`src/rtl/pc_sequencer.sv`:
```
// Multi-cycle PC sequencer: walks IF/ID/EXE/MEM/WB,
// picks the next PC and strobes PCWre on the final state.
module pc_sequencer (
  input  logic        CLK,
  input  logic        Reset,
  input  logic [5:0]  opcode,
  input  logic        zero,
  input  logic        sign,
  input  logic [31:0] imm_ext,
  input  logic [25:0] jaddr,
  input  logic [31:0] rs_data,
  input  logic [31:0] cur_pc,
  input  logic        stall,
  output logic [31:0] next_pc,
  output logic        PCWre,
  output logic        IRWre,
  output logic        RegWre,
  output logic [2:0]  state,
  output logic        halted
);

  localparam logic [5:0] OP_BEQ  = 6'b110000;
  localparam logic [5:0] OP_BNE  = 6'b110001;
  localparam logic [5:0] OP_BLTZ = 6'b110010;
  localparam logic [5:0] OP_J    = 6'b111000;
  localparam logic [5:0] OP_JAL  = 6'b111001;
  localparam logic [5:0] OP_JR   = 6'b111010;
  localparam logic [5:0] OP_SW   = 6'b100110;
  localparam logic [5:0] OP_LW   = 6'b100111;
  localparam logic [5:0] OP_HALT = 6'b111111;

  typedef enum logic [2:0] {
    S_IF   = 3'd0,
    S_ID   = 3'd1,
    S_EXE  = 3'd2,
    S_MEM  = 3'd3,
    S_WB   = 3'd4,
    S_HALT = 3'd5
  } state_t;

  state_t st;
  state_t st_nxt;

  logic is_br;
  logic is_jmp;
  logic is_jal;
  logic is_jr;
  logic is_ld;
  logic is_st;
  logic is_halt;
  logic taken;
  logic last;
  logic go;
  logic [31:0] pc4;

  // Opcode class decode
  always_comb begin
    is_br   = 1'b0;
    is_jmp  = 1'b0;
    is_jal  = 1'b0;
    is_jr   = 1'b0;
    is_ld   = 1'b0;
    is_st   = 1'b0;
    is_halt = 1'b0;
    unique case (1'b1)
      (opcode == OP_BEQ),
      (opcode == OP_BNE),
      (opcode == OP_BLTZ): is_br = 1'b1;
      (opcode == OP_J):    is_jmp = 1'b1;
      (opcode == OP_JAL): begin
        is_jmp = 1'b1;
        is_jal = 1'b1;
      end
      (opcode == OP_JR): begin
        is_jmp = 1'b1;
        is_jr  = 1'b1;
      end
      (opcode == OP_LW):   is_ld = 1'b1;
      (opcode == OP_SW):   is_st = 1'b1;
      (opcode == OP_HALT): is_halt = 1'b1;
      default: ;
    endcase
  end

  // Next-state selection; stall freezes the walk
  always_comb begin
    st_nxt = st;
    if (!stall) begin
      unique case (st)
        S_IF:  st_nxt = S_ID;
        S_ID: begin
          if (is_halt)     st_nxt = S_HALT;
          else if (is_jmp) st_nxt = S_IF;
          else             st_nxt = S_EXE;
        end
        S_EXE: begin
          if (is_br)               st_nxt = S_IF;
          else if (is_ld || is_st) st_nxt = S_MEM;
          else                     st_nxt = S_WB;
        end
        S_MEM: st_nxt = is_ld ? S_WB : S_IF;
        S_WB:  st_nxt = S_IF;
        S_HALT: st_nxt = S_HALT;
        default: st_nxt = S_IF;
      endcase
    end
  end

  // State register, async clear back to IF
  always_ff @(posedge CLK or negedge Reset) begin
    if (!Reset) st <= S_IF;
    else        st <= st_nxt;
  end

  // Strobes: reset forces PCWre so the PC register clears
  always_comb begin
    taken = (st == S_EXE) &&
            (((opcode == OP_BEQ) && zero) ||
             ((opcode == OP_BNE) && !zero) ||
             ((opcode == OP_BLTZ) && sign));
    last  = (st == S_WB) ||
            ((st == S_MEM) && is_st) ||
            ((st == S_EXE) && is_br) ||
            ((st == S_ID) && is_jmp);
    go     = Reset && !stall;
    PCWre  = !Reset || (go && last);
    IRWre  = go && (st == S_IF);
    RegWre = go && ((st == S_WB) ||
                    ((st == S_ID) && is_jal));
    halted = Reset && (st == S_HALT);
    state  = st;
  end

  // Next PC mux
  always_comb begin
    pc4 = cur_pc + 32'd4;
    if (!Reset)
      next_pc = 32'd0;
    else if (taken)
      next_pc = pc4 + (imm_ext << 2);
    else if (is_jmp && !is_jr)
      next_pc = {pc4[31:28], jaddr, 2'b00};
    else if (is_jr)
      next_pc = rs_data;
    else
      next_pc = pc4;
  end

endmodule

```
`config.mk`:
```
export PLATFORM = sky130hd
export DESIGN_NAME = pc_sequencer
export DESIGN_NICKNAME = d
export VERILOG_FILES = /design/src/rtl/pc_sequencer.sv
export SDC_FILE = /design/constraint.sdc
export NUM_CORES = 1
export LEC_CHECK = 0
export BUFFER_PORTS_ARGS = -buffer_cell sky130_fd_sc_hd__buf_2
export CAP_MARGIN = 20
export CORE_MARGIN = 4
export CORE_UTILIZATION = 43
export DETAILED_ROUTE_END_ITERATION = 8
export HOLD_SLACK_MARGIN = 0.08
export PLACE_DENSITY_LB_ADDON = 0.1
export RECOVER_POWER = 50
export SLEW_MARGIN = 10
export SYNTH_ARGS = -nofsm -noshare
export SYNTH_HDL_FRONTEND = slang
export SYNTH_SLANG_ARGS = --single-unit
```
`constraint.sdc`:
```
create_clock -name CLK -period 3.57 [get_ports CLK]
set_input_delay 0.5355 -clock CLK [delete_from_list [all_inputs] [get_ports CLK]]
set_output_delay 0.5355 -clock CLK [all_outputs]
set_load 0.02 [all_outputs]
```
* Word-level counts from Yosys, hierarchy flattened
Cells that the tools add are included.
** Word-level totals
- Register bits after elaboration :: 3
- Input port bits :: 133
- Output and inout bits :: 39
- Logic and storage cells :: 63
** Cells by class
- Add/subtract/negate cells :: 2
- Eq/ne operators :: 14
- Mux-type cells :: 17
- Reduce and logical (&&, ||, !) cells :: 29
** Operator list (number)
- $mux 32 :: 4
- $eq 6x6->1 const B :: 9
- $add 32x3->32 const B :: 1
- $add 32x32->32 :: 1
- $pmux 3 s5 :: 1
- $logic_and 1x1->1 :: 14
- $mux 3 :: 4
- $logic_or 1x1->1 :: 8
- $mux 1 :: 7
- $eq 3x2->1 const B :: 2
- $eq 3x3->1 const B :: 2
- $reduce_or 3->1 :: 2
- $logic_not 1->1 :: 4
- $eq 3x1->1 const B :: 1
- $logic_not 3->1 :: 1
- $mux 2 :: 1

* Longest topological paths before layout
Gate-level depths: netlist (run 1).
- Word-level depth :: 8
- Gate-level depth with buffers :: 15
- Mapped depth without buffers :: 14

* Worst setup path after synthesis (run 1)
OpenSTA, ideal clock, no wires.
- Path kind :: in2out
- Start :: in cur_pc[13]
- End :: out next_pc[30]
- Arrival time :: 3.479 ns
- Data required time :: 3.034 ns
- Slack :: -0.444 ns
- Stages on the path :: 14
- Buffers on the path :: 0
- Cell sequence :: and4_1 -> nand3_1 -> nor3_2 -> nand3_1 -> xnor2_1 -> ha_1 -> a21oi_1 -> o21ai_0 -> and2_1 -> o21a_1 -> o41ai_1 -> mux2i_1 -> o21ai_0 -> a21oi_1
** Between the ends
- Longest elaborated chain between the ends :: 5
- Elaborated cells between the ends (all ways) :: 6
- Those cells by class :: 2 x add/sub; 4 x mux
** Ends and longest elaborated chain
- start: declaration :: RTL line 12 : input logic [31:0] cur_pc,
- $add 32x3->32 (*) :: RTL line 136 : pc4 = cur_pc + 32'd4;
- branches (longest 2 deep; another with $add 32x32->32)
- $mux 32 (*) :: RTL line 139 : else if (taken)
- $mux 32 (*) :: RTL line 137 : if (!Reset)
- end: declaration :: RTL line 14 : output logic [31:0] next_pc,
Every way passes the cells marked *.

* Worst setup path after layout (run 1)
- Start :: in cur_pc[5]
- End :: out next_pc[31]
Same word-level chain as after synthesis.

==> results.py, run 1 <==
metrics = {
    "critical_path": {
        "arrival_ns": 3.88,
        "cp-end-kind": "output pin",
        "critPathMaxFanout": 5,
        "critical_path_required_ns": 3.03,
        "critical_path_class": "input pin to output pin",
        "worst_setup_path_start_kind": "input pin",
    },
    "placed_design": {
        "dpl.hpwl_um": 12190,
        "io_buffers": 169,
        "dp_slack_ns": -0.5855,
        "placed_cells": 897,
        "gp_congestion": 0.9518,
    },
    "global_route": {
        "grt_pass1_wl_um": 26990,
        "met3_usage": 0.06533,
        "grt_pass1_vias": 5760,
        "use_met2": 0.6146,
        "use_met1": 0.3862,
        "grt_max_degree": 38,
        "busiest_layer": "met2",
        "grt_antenna_before_repair": 0,
        "overflow": 0,
        "grt.total_usage": 0.3435,
    },
    "route": {
        "drc": 0,
        "wl_um": 22160,
        "vias": 6276,
        "detail-route-antenna-nets": 0,
        "vias_per_cell": 6.592,
        "drt_iter0_drc": 572,
        "dr.pass1.iters": 7,
        "wl_per_cell_um": 23.28,
    },
    "clock_tree": {
        "clk_latency_ns": 0.22,
        "root_buffer": "clkbuf_8",
        "numCtsBuffers": 3,
        "cts.path.max_buffers": 2,
        "htree_levels": 1,
        "cts_tree": "done",
        "cts.clk_slew.worst_paths_ns": 0.03,
        "numClockSinks": 3,
        "hold_buffers": 0,
    },
    "sta": {
        "fin_tns_setup_ns": -9.281,
        "min_period_over_period": 1.236,
        "setup_viol": 26,
        "tightest_slew_ns": 0.7476,
        "fmax_ghz": 0.2267,
        "final-hold-violation-count": 0,
        "report.final.slew_viol_count": 0,
        "relSlewSlack": 0.5016,
        "min_period_ns": 4.411,
        "setup_ws_ns": -0.8410,
        "rsz0062_at_grt": "yes",
        "fin_skew_ns": 0.001309,
    },
    "floorplan": {
        "rows": 32,
        "die_y_um": 97.11,
        "die_area_um2": 9430,
        "ios": 172,
        "die_w_um": 97.11,
        "core_area_um2": 7727,
        "initial_core_util": 0.4419,
    },
    "logic_synthesis": {
        "synth-async-reset-ratio": 1.000,
        "synth.cell_area_um2": 3415,
        "seq_area_frac_synth": 0.02199,
        "synth_top_cell_area_share": 0.1283,
        "synth_common_cells": "a21oi_1, nor2_1, nand2_1",
        "ys_ff_latch": 3,
        "synthFlopType": "dfrtp_1",
        "netlist_instances": 494,
        "synth_warnings": 0,
        "synth_fp_nets": 663,
        "yosysTopAreaCell": "ha_1",
        "synth_edf_count": 0,
        "syn_avg_cell_area_um2": 6.912,
        "synth.most_common_cell": "a21oi_1",
        "synth_cell_type_count": 63,
        "ys_top_cells_by_area": "ha_1, xnor2_1, a21oi_1",
    },
    "cells_and_area": {
        "instances_no_fill": 952,
        "drive_gt1_frac": 0.6141,
        "fill_cells": 327,
        "multi_input_area_um2": 4155,
        "syn_to_final_growth_pct": 106.0,
        "largest_register_ffs": 3,
        "final_util": 0.9103,
        "seq_area_um2": 75.07,
        "layout.nets": 1020,
        "diodes": 0,
    },
    "min_path": {
        "min_path_type": "input pin to asynchronous set/reset pin",
    },
    "power": {
        "p_int_w": 0.0007090,
        "seqPwrFrac": 0.063,
        "irDropWorstVdd_v": 0.0002307,
        "share_comb_of_total_power": 0.864,
        "power.density_nw_per_um2": 203.6,
        "p_clk_frac": 0.072,
        "p_sw_frac": 0.5050,
        "switchingPower_w": 0.0007233,
        "p_leak_nw": 3.317,
    },
    "flow_run": {
        "drv_cap": 0,
    },
    "status": {
        "outcome": "complete, but fails checks",
        "violations": "negative setup slack",
    },
}
==> area by class of cell <==
cell class | count | share of cell area
Multi-Input combinational cell | 457 | 0.5907
Inverter | 12 | 0.006403
Sequential cell | 3 | 0.01067
Timing Repair Buffer | 374 | 0.3677
Clock buffer | 4 | 0.006403
Tap cell | 102 | 0.01814
==> layer usage <==
layer	part of all wire	wire, um
met1	0.34	7574
met2	0.47	10490
met3	0.10	2327
met4	0.080	1770
met5	0	0
==> worst paths after layout <==
path / slack, ns / end / start / cells past startpoint
setup / recovery: -0.84 / next_pc[31] / cur_pc[5] / 17
hold / removal: 0.38 / state[2] / Reset / 1
setup reg to reg: 1.91 / state[2] / state[0] / 4
hold reg to reg: 0.74 / state[1] / state[1] / 2
max in group asynchronous: 2.72 / state[0] / Reset / 1
min in group CLK: 0.62 / state[2] / stall / 2
==> power groups by stage <==
stage	clock (W)	combinational, W	sequential, W
2_1_floorplan	0	0.000487	0.0000876
3_3_place_gp	0	0.000886	0.0000853
3_5_place_dp	0	0.000904	0.0000866
4_1_cts	0.000104	0.00105	0.0000860
5_1_grt	0.000107	0.00130	0.0000943
6_report	0.000103	0.00124	0.0000907
==> cells by family (layout without fill, tap and decap cells) <==
family / Yosys count / after routing / synth area share
DFF: 3 / 3 / 0.02199
muxes: 18 / 18 / 0.05863
adders and majority gates: 36 / 36 / 0.1341
buffers and inverters: 34 / 390 / 0.04031
and+or+nand+nor: 175 / 175 / 0.2660
AOI/OAI and AO/OA: 174 / 174 / 0.3404
xor gates and xnor gates: 54 / 54 / 0.1385
==> worst max-delay path: stages <==
cell	delay, ns
buf_6	0.07
nand4_1	0.24
buf_4	0.24
nor3_2	0.16
buf_4	0.21
nand4_1	0.18
xnor2_2	0.21
ha_1	0.36
buf_4	0.13
nand4_1	0.11
buf_4	0.20
nor4_2	0.51
a311oi_1	0.12
o21a_1	0.15
xnor2_1	0.14
a21oi_2	0.14
buf_4	0.16
==> per-stage QoR <==
| stage | total power (W) | hold slack (ns) | cell area (um2) |
|---|---|---|---|
| floorplan | 0.0005744 | 0.2399 | 3522 |
| global placement | 0.0009709 | 0.5955 | 5572 |
| detailed placement | 0.0009906 | 0.6032 | 5572 |
| CTS | 0.001241 | 0.3717 | 6545 |
| global route | 0.001497 | 0.3945 | 7034 |
| finish | 0.001432 | 0.3817 | 7034 |
==> cell usage in the layout (no fill, tap or decap), types with 8 or more instances in the layout <==
master and count:
a21o_1 12, a21oi_1 29, a21oi_2 22, buf_2 132, buf_4 199, buf_6 36
clkbuf_1 8, ha_1 21, ha_4 12, inv_1 11, mux2_2 16, nand2_1 34
nand3_1 9, nand4_1 15, nor2_1 33, o21ai_0 18, o221ai_1 23, xnor2_1 17
xnor2_2 14, xor2_1 14
==> repair_timing <==
item / 4_1_cts / 5_1_grt
endpoints found under the setup margin: 21 / 23
endpoints found under the hold margin: 0 / 0
pin swaps: 79 / 56
gates resized for setup: 139 / 64
buffers inserted: 34 / 19
(Power assumes the default switching activity.)
==> inputs of run 2 (changes only) <==
--- a/config.mk
+++ b/config.mk
@@ -6,9 +6,9 @@
 export NUM_CORES = 1
 export LEC_CHECK = 0
 export BUFFER_PORTS_ARGS = -buffer_cell sky130_fd_sc_hd__buf_2
-export CAP_MARGIN = 20
+export CAP_MARGIN = 10
 export CORE_MARGIN = 4
-export CORE_UTILIZATION = 43
+export CORE_UTILIZATION = 34
 export DETAILED_ROUTE_END_ITERATION = 8
 export HOLD_SLACK_MARGIN = 0.08
 export PLACE_DENSITY_LB_ADDON = 0.1
==> run 2 against run 1 <==
- worst setup slack better by 0.39 ns
- clock-buffer cell count unchanged
- fmax increased by 9.7%
- sequential share of layout area up 0.053 points
- highest routed layer unchanged
- sequential power decreased by 4.2%
- the flow still finishes with violations (negative setup slack)
- via count fell by 17%
- clock skew shrank 0.0011 ns
- non-clock buffer count down 30
- flip-flop and latch count unchanged
- clock power hardly changed
- total power is 11% lower
==> results.py, run 2 (synthesis results as in run 1) <==
metrics = {
    "status": {
        "outcome": "complete, but fails checks",
        "violations": "negative setup slack",
    },
    "floorplan": {
        "rows": 36,
        "core_area_um2": 9774,
        "die_area_um2": 11710,
        "ios": 172,
        "initial_core_util": 0.3493,
        "die_w_um": 108.2,
        "die_y_um": 108.2,
    },
    "clock_tree": {
        "cts.clk_slew.worst_paths_ns": 0.03,
        "htree_levels": 1,
        "cts_tree": "done",
        "root_buffer": "clkbuf_8",
        "clk_latency_ns": 0.22,
        "numClockSinks": 3,
        "cts.path.max_buffers": 2,
        "numCtsBuffers": 3,
    },
    "critical_path": {
        "arrival_ns": 3.48,
        "slowest_delay_ns": 0.36,
        "path_cells": "buf_8 -> and4_4 -> buf_6 -> nand4_1 -> nor3_4 -> buf_6 -> nand4_1 -> xnor2_2 -> ha_4 -> a21o_1 -> a2111o_1 -> a311oi_1 -> o21a_1 -> xnor2_1 -> a21oi_2 -> buf_4",
        "worst_setup_path_start_kind": "input pin",
        "critPathMaxFanout": 5,
        "critical_path_class": "input pin to output pin",
        "crit_family": "compound AO/OA/AOI/OAI gates",
        "cp-end-kind": "output pin",
        "cp_slowest_cell": "a2111o_1",
        "worst-path-buf-inv": 4,
        "critical_path_required_ns": 3.03,
    },
    "sta": {
        "rsz0062_at_grt": "yes",
        "min_period_ns": 4.019,
        "setup_ws_ns": -0.4494,
        "min_period_over_period": 1.126,
        "fin_skew_ns": 0.0002059,
        "fmax_ghz": 0.2488,
        "final-hold-violation-count": 0,
        "fin_tns_setup_ns": -4.853,
        "setup_viol": 18,
        "relSlewSlack": 0.1284,
        "report.final.slew_viol_count": 0,
        "tightest_slew_ns": 1.307,
    },
    "route": {
        "detail-route-antenna-nets": 0,
        "vias_per_cell": 5.436,
        "wl_per_cell_um": 16.73,
        "drt_iter0_drc": 227,
        "dr.pass1.iters": 5,
        "drc": 0,
        "wl_um": 15970,
        "vias": 5186,
    },
    "power": {
        "finalPower_w": 0.001274,
        "switchingPower_w": 0.0006105,
        "p_int_w": 0.0006639,
        "p_leak_nw": 3.117,
        "seqPwrFrac": 0.068,
        "p_sw_frac": 0.4790,
        "p_clk_frac": 0.078,
        "share_comb_of_total_power": 0.853,
        "irDropWorstVdd_v": 0.0001387,
        "power.density_nw_per_um2": 190.2,
    },
    "cells_and_area": {
        "fill_cells": 819,
        "largest_register_ffs": 3,
        "instances_no_fill": 954,
        "final_common_cell": "buf_4",
        "drive_gt1_frac": 0.5720,
        "syn_to_final_growth_pct": 96.19,
        "layout.nets": 990,
        "final_cell_mix": "buf_4, buf_2, nor2_1, nand2_1, a21oi_1",
    },
    "global_route": {
        "grt_pass1_wl_um": 24110,
        "grt_antenna_before_repair": 1,
        "overflow": 0,
        "grt_pass1_vias": 5210,
        "grt.total_usage": 0.2515,
        "grt_max_degree": 26,
    },
    "placed_design": {
        "dpl.hpwl_um": 12170,
        "io_buffers": 169,
        "gp_congestion": 0.9017,
        "placed_cells": 918,
    },
    "flow_run": {
        "drv_cap": 0,
    },
    "min_path": {
        "min_path_type": "input pin to flop",
    },
}
run 2: cell count changes in the layout (fill, tap and decap cells not counted), moves of 3 or more:
cell / previous run / this run
xnor2_1: 17 / 20
a21oi_2: 22 / 17
o21ai_1: 3 / 6
buf_4: 199 / 180
buf_8: 0 / 3
ha_4: 12 / 15
nor2_1: 33 / 37
a21oi_4: 2 / 5
o21ai_2: 7 / 3
buf_6: 36 / 19
xnor2_2: 14 / 11
run 2: path summary, 6_finish.rpt:
kind / start / slack [ns] / depth (start not counted) / endpoint
worst max register to register: state[0] / 1.99 / 4 / state[2]
min in group asynchronous: Reset / 0.92 / 2 / state[2]
max in group asynchronous: Reset / 1.88 / 2 / state[0]
worst min register to register: state[1] / 0.73 / 2 / state[1]
worst min-delay path: stall / 0.62 / 2 / state[2]
worst max-delay path: cur_pc[12] / -0.45 / 16 / next_pc[31]
run 2: timing repair:
item / in CTS / in global routing
setup buffers: 20 / 12
endpoints found under the setup margin: 20 / 21
gates resized for setup: 100 / 70
pin swaps: 51 / 57
hold buffers: 0 / 0
run 2: through the flow:
stage | cell area, um2 | util | hold WS (ns) | setup slack (ns)
after CTS | 6237 | 0.6381 | 0.5538 | -0.4293
final | 6699 | 0.6854 | 0.6218 | -0.4494
after global placement | 5535 | 0.5663 | 0.6751 | -0.5966
after detailed placement | 5535 | 0.5663 | 0.6863 | -0.6490
after global routing | 6699 | 0.6854 | 0.6324 | -0.5509
after floorplan | 3522 | - | 0.2399 | -0.1563
run 2: per-layer routing:
metal,track usage,vias to the layer above,share of wire
li1,-,2562,-
met1,0.3121,2452,0.41
met2,0.4742,154,0.53
met3,0.02328,18,0.055
met4,0.04238,0,0.010
met5,0,-,0
run 2: power by group through the flow:
stage	sequential (W)	clock (W)	combinational (W)
floorplan	0.0000876	0	0.000487
global placement	0.0000869	0	0.000881
detailed placement	0.0000870	0	0.000896
CTS	0.0000867	0.000102	0.00100
global route	0.0000933	0.000107	0.00117
finish	0.0000869	0.0000998	0.00109
run 2: cell type report:
class                           instances  area [um2]  share of cell area
Multi-Input combinational cell        457        4053              0.6050
Timing Repair Buffer                  344        2312              0.3452
Tap cell                              133       166.4             0.02484
Sequential cell                         3       75.07             0.01121
Clock buffer                            4       45.04            0.006724
Inverter                               12       45.04            0.006724
Antenna cell                            1       2.502           0.0003736
==> inputs of run 3 (changes only) <==
==> constraint.sdc (replaced) <==
create_clock -name CLK -period 4.3 [get_ports CLK]
set_input_delay 0.645 -clock CLK [delete_from_list [all_inputs] [get_ports CLK]]
set_output_delay 0.645 -clock CLK [all_outputs]
set_load 0.02 [all_outputs]
==> run 3 against run 2 <==
- the flow still finishes with violations (negative setup slack)
- clock power down 18%
- critical path depth up 2
- combinational power down 32%
- routed wire length down 7.4%
- flip-flop and latch count unchanged
- largest cell class unchanged
- highest routed layer unchanged
==> results.py, run 3 (synthesis results as in run 1) <==
metrics = {
    "clock_tree": {
        "clk_latency_ns": 0.22,
        "numCtsBuffers": 3,
        "numClockSinks": 3,
        "cts_tree": "done",
        "hold_buffers": 0,
        "htree_levels": 1,
        "cts.clk_slew.worst_paths_ns": 0.03,
        "cts.path.max_buffers": 2,
        "root_buffer": "clkbuf_8",
    },
    "min_path": {
        "min_path_type": "flop to flop",
    },
    "critical_path": {
        "arrival_ns": 3.76,
        "critical_path_required_ns": 3.65,
        "path_cells": "buf_6 -> nand4_1 -> buf_4 -> nor3_2 -> buf_4 -> nand3_4 -> xnor2_2 -> ha_1 -> a21oi_2 -> o21ai_2 -> and2_4 -> o21a_1 -> o41ai_2 -> buf_4 -> mux2i_1 -> o21ai_1 -> a21oi_1 -> buf_4",
        "regToRegSetupSlack_ns": 2.76,
        "worst_setup_path_start_kind": "input pin",
        "r2r-start": "state[1]",
        "critical_path_class": "input pin to output pin",
        "crit_end": "next_pc[30]",
        "worst-path-buf-inv": 5,
        "cp_num_cells": 18,
        "crit_top_cell": "buf_4",
        "critPathMaxFanout": 4,
        "rr_endpoint": "state[2]",
        "crit_family": "compound AO/OA/AOI/OAI gates",
        "worst-r2r-cell-count": 4,
        "cp_slowest_cell": "o41ai_2",
        "cp-end-kind": "output pin",
        "crit_path_start": "cur_pc[8]",
        "slowest_delay_ns": 0.36,
    },
    "sta": {
        "fin_tns_setup_ns": -0.1328,
        "min_period_over_period": 1.024,
        "tightest_slew_ns": 1.276,
        "fmax_ghz": 0.2272,
        "report.final.slew_viol_count": 0,
        "setup_ws_ns": -0.1020,
        "final-hold-violation-count": 0,
        "fin_skew_ns": 0.0007842,
        "setup_viol": 3,
        "rsz0062_at_grt": "yes",
        "min_period_ns": 4.402,
        "relSlewSlack": 0.1494,
    },
    "floorplan": {
        "core_area_um2": 9774,
        "initial_core_util": 0.3493,
        "die_area_um2": 11710,
        "die_w_um": 108.2,
        "ios": 172,
        "die_y_um": 108.2,
        "rows": 36,
    },
    "global_route": {
        "grt_max_degree": 31,
        "grt_pass1_vias": 4751,
        "busiest_layer": "met2",
        "overflow": 0,
        "use_met1": 0.3130,
        "grt.total_usage": 0.2310,
        "met3_usage": 0.02448,
        "use_met2": 0.4143,
        "grt_pass1_wl_um": 22200,
        "grt_antenna_before_repair": 0,
    },
    "cells_and_area": {
        "final_cell_area_um2": 5762,
        "final_common_cell": "buf_2",
        "diodes": 0,
        "largest_register_ffs": 3,
        "final_cell_mix": "buf_2, buf_4, a21oi_1, nand2_1, nor2_1",
        "drive_gt1_frac": 0.4758,
        "fill_cells": 956,
        "syn_to_final_growth_pct": 68.74,
        "layout.nets": 933,
    },
    "placed_design": {
        "io_buffers": 169,
        "gp_congestion": 0.8757,
        "dpl.hpwl_um": 11580,
        "post_dp_cell_area_um2": 5130,
    },
    "route": {
        "vias": 4923,
        "drc": 0,
        "wl_per_cell_um": 16.50,
        "detail-route-antenna-nets": 0,
        "dr.pass1.iters": 4,
        "drt_iter0_drc": 252,
        "vias_per_cell": 5.494,
        "wl_um": 14790,
    },
    "status": {
        "violations": "negative setup slack",
        "outcome": "complete, but fails checks",
    },
    "power": {
        "power.density_nw_per_um2": 159.8,
        "p_leak_nw": 2.700,
        "irDropWorstVdd_v": 0.0001288,
    },
    "flow_run": {
        "drv_cap": 0,
    },
}
run 3: worst min path at each step:
stage,startpoint,end,slack [ns],depth (start not counted)
3_5_place_dp,state[1],state[1],0.72,2
6_report,state[1],state[1],0.72,2
2_1_floorplan,Reset,state[0],0.35,0
4_1_cts,Reset,state[1],0.68,2
5_1_grt,stall,state[2],0.77,2
3_3_place_gp,state[1],state[1],0.71,2
run 3: worst min-delay path: cells and delay by family, from the launching register on:
kind	cells	cell delay, ns
DFF	1	0.51
AOI/OAI and AO/OA	1	0.07
and+or+nand+nor	1	0.10
run 3: layer usage:
metal | vias to the layer above | part of all wire
met5 | - | 0
met4 | 0 | 0.0080
met3 | 12 | 0.067
met2 | 197 | 0.49
met1 | 2281 | 0.43
li1 | 2433 | -
run 3: final cells by class:
type | instances | area, um2 | share of cell area
Tap cell | 133 | 166.4 | 0.02888
Multi-Input combinational cell | 457 | 3641 | 0.6319
Inverter | 12 | 45.04 | 0.007818
Timing Repair Buffer | 287 | 1789 | 0.3105
Sequential cell | 3 | 75.07 | 0.01303
Clock buffer | 4 | 45.04 | 0.007818
run 3: repair_timing:
action                                  CTS  global route
resized for setup                        27            71
endpoints found under the setup margin    8            16
pin swaps                                17            37
gates cloned                              0             0
setup buffers                             2            12
endpoints found under the hold margin     0             0
run 3: report_power, final:
part           total [W]  internal, W  switching, W
clock network  0.0000822    0.0000633     0.0000189
registers      0.0000937    0.0000402     0.0000535
logic           0.000745     0.000359      0.000386
total           0.000921     0.000463      0.000458
run 3: stage by stage:
step           hold WS, ns  total power (W)  utilization  cells  setup WS [ns]
2_1_floorplan       0.3494        0.0004644            -    494        0.06669
3_3_place_gp        0.7087        0.0007434       0.5248    878        -0.2638
3_5_place_dp        0.7187        0.0007554       0.5248    878        -0.2069
4_1_cts             0.6753        0.0008652       0.5453    884      -0.007359
5_1_grt             0.7693         0.001001       0.5895    896        -0.2155
6_report            0.7212        0.0009205       0.5895    896        -0.1020
